**config.mk**
```make
export PLATFORM = sky130hd
export DESIGN_NAME = shift_unit_pipe
export DESIGN_NICKNAME = d
export VERILOG_FILES = /design/src/rtl/shift_pkg.sv /design/src/rtl/shift_stage.sv /design/src/rtl/shift_unit_pipe.sv
export SDC_FILE = /design/constraint.sdc
export NUM_CORES = 1
export LEC_CHECK = 0
export CAP_MARGIN = 10
export CORE_MARGIN = 2
export CORE_UTILIZATION = 45
export DETAILED_ROUTE_END_ITERATION = 10
export GPL_ROUTABILITY_DRIVEN = 0
export GPL_TIMING_DRIVEN = 0
export SETUP_SLACK_MARGIN = 0.05
export SLEW_MARGIN = 20
export SYNTH_ARGS = -nofsm -noshare
export SYNTH_HDL_FRONTEND = slang
export SYNTH_SLANG_ARGS = --single-unit
```
**constraint.sdc**
```tcl
create_clock -name clk -period 6.7 [get_ports clk]
set_input_delay 1.675 -clock clk [delete_from_list [all_inputs] [get_ports clk]]
set_output_delay 1.675 -clock clk [all_outputs]
set_load 0.01 [all_outputs]
```
**src/rtl/shift_pkg.sv**
```systemverilog
// Shared definitions for the pipelined barrel shifter: op encoding and legal data widths.
package shift_pkg;

    typedef enum logic [1:0] {
        SHIFT_SLL = 2'b00,
        SHIFT_SRL = 2'b01,
        SHIFT_SRA = 2'b10,
        SHIFT_ROL = 2'b11
    } shift_op_e;

    localparam int unsigned SHIFT_MIN_WIDTH = 8;
    localparam int unsigned SHIFT_MAX_WIDTH = 64;

    function automatic bit shift_width_legal(input int unsigned w);
        return (w >= SHIFT_MIN_WIDTH) && (w <= SHIFT_MAX_WIDTH) && ((w & (w - 1)) == 0);
    endfunction

endpackage

```
**src/rtl/shift_stage.sv**
```systemverilog
// One registered barrel-shifter stage: shifts by 2**K when shamt bit K is set.
// Rotate wrap logic exists only when SHIFT_UNIT_ROTATE_EN is defined; otherwise ROL acts as SLL.
module shift_stage
    import shift_pkg::*;
#(
    parameter  int WIDTH = 32,
    parameter  int K     = 0,
    localparam int SHW   = $clog2(WIDTH)
) (
    input  logic             clk,
    input  logic             rst,
    input  logic             en,
    input  logic             valid_in,
    input  logic [WIDTH-1:0] data_in,
    input  logic [SHW-1:0]   shamt_in,
    input  logic [1:0]       op_in,
    input  logic             zero_in,
    output logic             valid_out,
    output logic [WIDTH-1:0] data_out,
    output logic [SHW-1:0]   shamt_out,
    output logic [1:0]       op_out,
    output logic             zero_out
);

    localparam int S = 1 << K;

    logic [WIDTH-1:0] shifted_next;
    logic             zero_next;
    logic             valid_reg;
    logic [WIDTH-1:0] data_reg;
    logic [SHW-1:0]   shamt_reg;
    logic [1:0]       op_reg;
    logic             zero_reg;

    always_comb begin
        shifted_next = data_in;
        if (shamt_in[K]) begin
            case (shift_op_e'(op_in))
                SHIFT_SRL: shifted_next = data_in >> S;
                SHIFT_SRA: shifted_next = WIDTH'($signed(data_in) >>> S);
`ifdef SHIFT_UNIT_ROTATE_EN
                SHIFT_SLL: shifted_next = data_in << S;
                SHIFT_ROL: shifted_next = {data_in[WIDTH-1-S:0], data_in[WIDTH-1:WIDTH-S]};
`else
                SHIFT_SLL,
                SHIFT_ROL: shifted_next = data_in << S;
`endif
                default:   shifted_next = data_in;
            endcase
        end
        // A zero operand stays zero under every op, so the flag only ever sets.
        zero_next = zero_in || (shifted_next == '0);
    end

    always_ff @(posedge clk) begin
        if (rst) begin
            valid_reg <= 1'b0;
            data_reg  <= '0;
            zero_reg  <= 1'b0;
        end else if (en) begin
            valid_reg <= valid_in;
            data_reg  <= shifted_next;
            zero_reg  <= zero_next;
        end
    end

    // Control fields are qualified by valid, so they need no reset.
    always_ff @(posedge clk) begin
        if (en) begin
            shamt_reg <= shamt_in;
            op_reg    <= op_in;
        end
    end

    assign valid_out = valid_reg;
    assign data_out  = data_reg;
    assign shamt_out = shamt_reg;
    assign op_out    = op_reg;
    assign zero_out  = zero_reg;

endmodule

```
**src/rtl/shift_unit_pipe.sv**
```systemverilog
// Pipelined shifter (SLL/SRL/SRA/ROL), one stage per shift-amount bit, valid/ready handshake.
// Optional rotate support via macro SHIFT_UNIT_ROTATE_EN (see shift_stage).
module shift_unit_pipe
    import shift_pkg::*;
#(
    parameter  int WIDTH = 32,
    localparam int SHW   = $clog2(WIDTH)
) (
    input  logic             clk,
    input  logic             rst,
    input  logic             in_valid,
    output logic             in_ready,
    input  logic [WIDTH-1:0] in_data,
    input  logic [SHW-1:0]   in_shamt,
    input  logic [1:0]       in_op,
    output logic             out_valid,
    input  logic             out_ready,
    output logic [WIDTH-1:0] out_data,
    output logic             out_zero
);

    if (!shift_width_legal(WIDTH)) begin : g_bad_width
        $error("shift_unit_pipe: WIDTH must be a power of two in 8..64");
    end

    logic             stall;
    logic             stage_en;
    logic             valid_w [0:SHW];
    logic [WIDTH-1:0] data_w  [0:SHW];
    logic [SHW-1:0]   shamt_w [0:SHW];
    logic [1:0]       op_w    [0:SHW];
    logic             zero_w  [0:SHW];

    // The whole pipe freezes together; bubbles simply flow when not stalled.
    assign stall    = out_valid && !out_ready;
    assign stage_en = !stall;
    assign in_ready = !rst && !stall;

    assign valid_w[0] = in_valid && in_ready;
    assign data_w[0]  = in_data;
    assign shamt_w[0] = in_shamt;
    assign op_w[0]    = in_op;
    assign zero_w[0]  = (in_data == '0);

    for (genvar gi = 0; gi < SHW; gi++) begin : g_stage
        shift_stage #(
            .WIDTH (WIDTH),
            .K     (gi)
        ) u_stage (
            .clk       (clk),
            .rst       (rst),
            .en        (stage_en),
            .valid_in  (valid_w[gi]),
            .data_in   (data_w[gi]),
            .shamt_in  (shamt_w[gi]),
            .op_in     (op_w[gi]),
            .zero_in   (zero_w[gi]),
            .valid_out (valid_w[gi+1]),
            .data_out  (data_w[gi+1]),
            .shamt_out (shamt_w[gi+1]),
            .op_out    (op_w[gi+1]),
            .zero_out  (zero_w[gi+1])
        );
    end

    assign out_valid = valid_w[SHW];
    assign out_data  = data_w[SHW];
    assign out_zero  = zero_w[SHW];

endmodule
```
==> results.cfg <==
[critical_path]
crit_path_end_kind = primary output
crit_slowest_cell = clkbuf_1
cp_max_fo = 10
worst_setup_path_start_kind = input port
crit_top_cell = clkdlybuf4s50_1
path_class = in2out
crit_arrival_ns = 4.02
cp.required_ns = 5.03
path_buf_inv = 4
cp_cell_sequence = clkdlybuf4s50_1 -> nor2b_1 -> clkbuf_1 -> buf_1 -> nor2_1 -> clkdlybuf4s50_1
cp_top_family = buffers and inverters
slowest_delay_ns = 0.56

[clock_network]
cts_root_buffer = clkbuf_16
hold_buffers = 0
post_cts_resized = 0
cts_tree = yes
htree_levels = 4
post_cts_buffers = 0
numCtsBuffers = 17
insertion_delay_ns = 0.44
clock_sinks = 188
cts_buffer_depth = 2
clkSlewWorstSetupHoldPaths_ns = 0.07

[sta]
worstMarginPinSlew_ns = 0.7775
skew_ns = 0.007166
finalCritPeriodShare_pct = 84.96
finalHoldViolCount = 0
drv_slew = 0
relSlewSlack_pct = 48.17
layout_setup_ws_ns = 1.008
whs_ns = 0.4258
setup_viol = 0
rsz0062_at_grt = no
setup_tns_ns = 0
period_minus_slack_ns = 5.692
fmax_ghz = 0.1757

[placement]
dpl.hpwl_um = 28790
dp.cells = 1638
port_buffers = 77
place_ws_ns = 1.049

[synthesis]
synth_nets = 1333
synth_seq_cells = 188
async_flop_share_pct = 0
synthCells = 1280
ys_types = 64
yosys_warnings = 0
synth_area_um2 = 10090
avgSynthCellArea_um2 = 7.882
synth-edff-count = 18
synth_flop_cell = dfxtp_1
synth-seq-area-share_pct = 39.09

[power]
ir_drop_mv = 0.1800
power.leakage_nw = 4.424
powerDensity_nw_per_um2 = 229.5
total_power_mw = 2.705

[route]
final_antenna_net_count = 0
routed_wirelength_um = 38590
drtPass1Iterations = 8
via_count = 11000
first_iter_violations = 1340
drc_errors = 0
wire_per_inst_um = 23.11
viasPerCell = 6.587

[layout]
n_antenna_cell = 0
seq_area_um2 = 3944
nets = 1430
fillerInstances = 2156
syn_to_final_growth_pct = 16.83
drive_above_1_share_pct = 5.036
multi_input_area_um2 = 5393
finalNonFillerCells = 1670

[global_routing]
grt_usage_pct = 32.22
grt_pass1_vias = 10060
grt_max_degree = 19
global_route.overflow_total = 0
grt_pass1_wl_um = 59380
antenna_found_initial = 0

[floorplanning]
dieArea_um2 = 23630
rows = 54
pin_count = 78
die_h_um = 153.7
core_um2 = 21890
initial_core_util_pct = 46.08
dieWidth_um = 153.7

[job]
maxCapViolations = 0

[hold_path]
holdCritPathClass = reg2reg

[outcome]
status = finished clean
[path summary, 6_finish.rpt]
kind / cells after the start / slack [ns] / to / from
max reg2reg: 8 / 3.85 / g_stage[1].u_stage.data_out[26] / g_stage[0].u_stage.op_out[0]
max: 6 / 1.01 / in_ready / out_ready
min reg2reg: 0 / 0.43 / g_stage[1].u_stage.shamt_out[2] / g_stage[0].u_stage.shamt_out[2]
min: 0 / 0.43 / g_stage[1].u_stage.shamt_out[2] / g_stage[0].u_stage.shamt_out[2]
[sequential cells by signal (all words and copies together) (netlist names)]
register,flops
g_stage.u_stage.zero_out,5
g_stage.u_stage.op_out,8
g_stage.u_stage.data_out,160
g_stage.u_stage.valid_out,5
g_stage.u_stage.shamt_out,10
[report_power, final]
part           internal (mW)  leakage (nW)  switching (mW)
Combinational          0.179          2.58           0.257
Clock                  0.513         0.261           0.457
Sequential              1.19          1.58           0.104
Total                   1.89          4.42           0.818
[placed cells by master (no fill, tap or decap), drive strengths merged, types with 6 or more instances in the layout]
cell,count
buf,46
clkinv,8
nor2b,25
a21oi,89
inv,24
a222oi,18
nand2,112
nand4,13
a311oi,37
clkdlybuf4s50,77
a221oi,42
a31oi,17
nor3,80
ha,10
dfxtp,170
a211oi,87
nand3,6
clkbuf,117
nor2,219
o21ai,22
nor4,26
edfxtp,18
a22o,16
a22oi,26
or4,9
[cells in the mapped netlist, drive strengths merged, types with 26 or more instances]
library cell / number / area share, %
clkbuf: 99 / 3.7
a311oi: 37 / 3.2
nor3: 80 / 4.0
nand2: 112 / 4.2
a211oi: 87 / 6.5
nor4: 26 / 1.6
nor2: 219 / 8.1
a221oi: 42 / 3.6
dfxtp: 170 / 34
a22oi: 26 / 1.9
buf: 45 / 3.0
a21oi: 89 / 4.4
[per-stage QoR]
stage | utilization, % | cell area, um^2
2_1_floorplan | - | 10090
3_3_place_gp | 51.21 | 11210
3_5_place_dp | 51.34 | 11240
4_1_cts | 53.84 | 11790
5_1_grt | 53.84 | 11790
6_report | 53.84 | 11790
[metal layers]
metal | GRT usage (%) | part of all wire [%] | routed length, um
met1 | 42.00 | 40 | 15320
met2 | 52.51 | 46 | 17910
met3 | 6.623 | 9.7 | 3730
met4 | 12.67 | 4.2 | 1624
met5 | 0 | 0 | 0
[cell families after synthesis]
group / after synthesis / synth area share, %
AOI/OAI and AO/OA: 402 / 29.05
adders and majority gates: 10 / 1.240
muxes: 4 / 0.4093
and+or+nand+nor: 511 / 22.76
DFF: 188 / 39.09
buffers and inverters: 165 / 7.454
[area by class of cell]
class	count	area share [%]
clock buffer	18	3.641
timing repair buffer	78	6.773
multi-input combinational	927	45.75
sequential	188	33.46
tap	280	2.972
buffer	144	5.722
inverter	21	0.6688
clock inverter	14	1.008
Power figures use the tool's default switching activity.
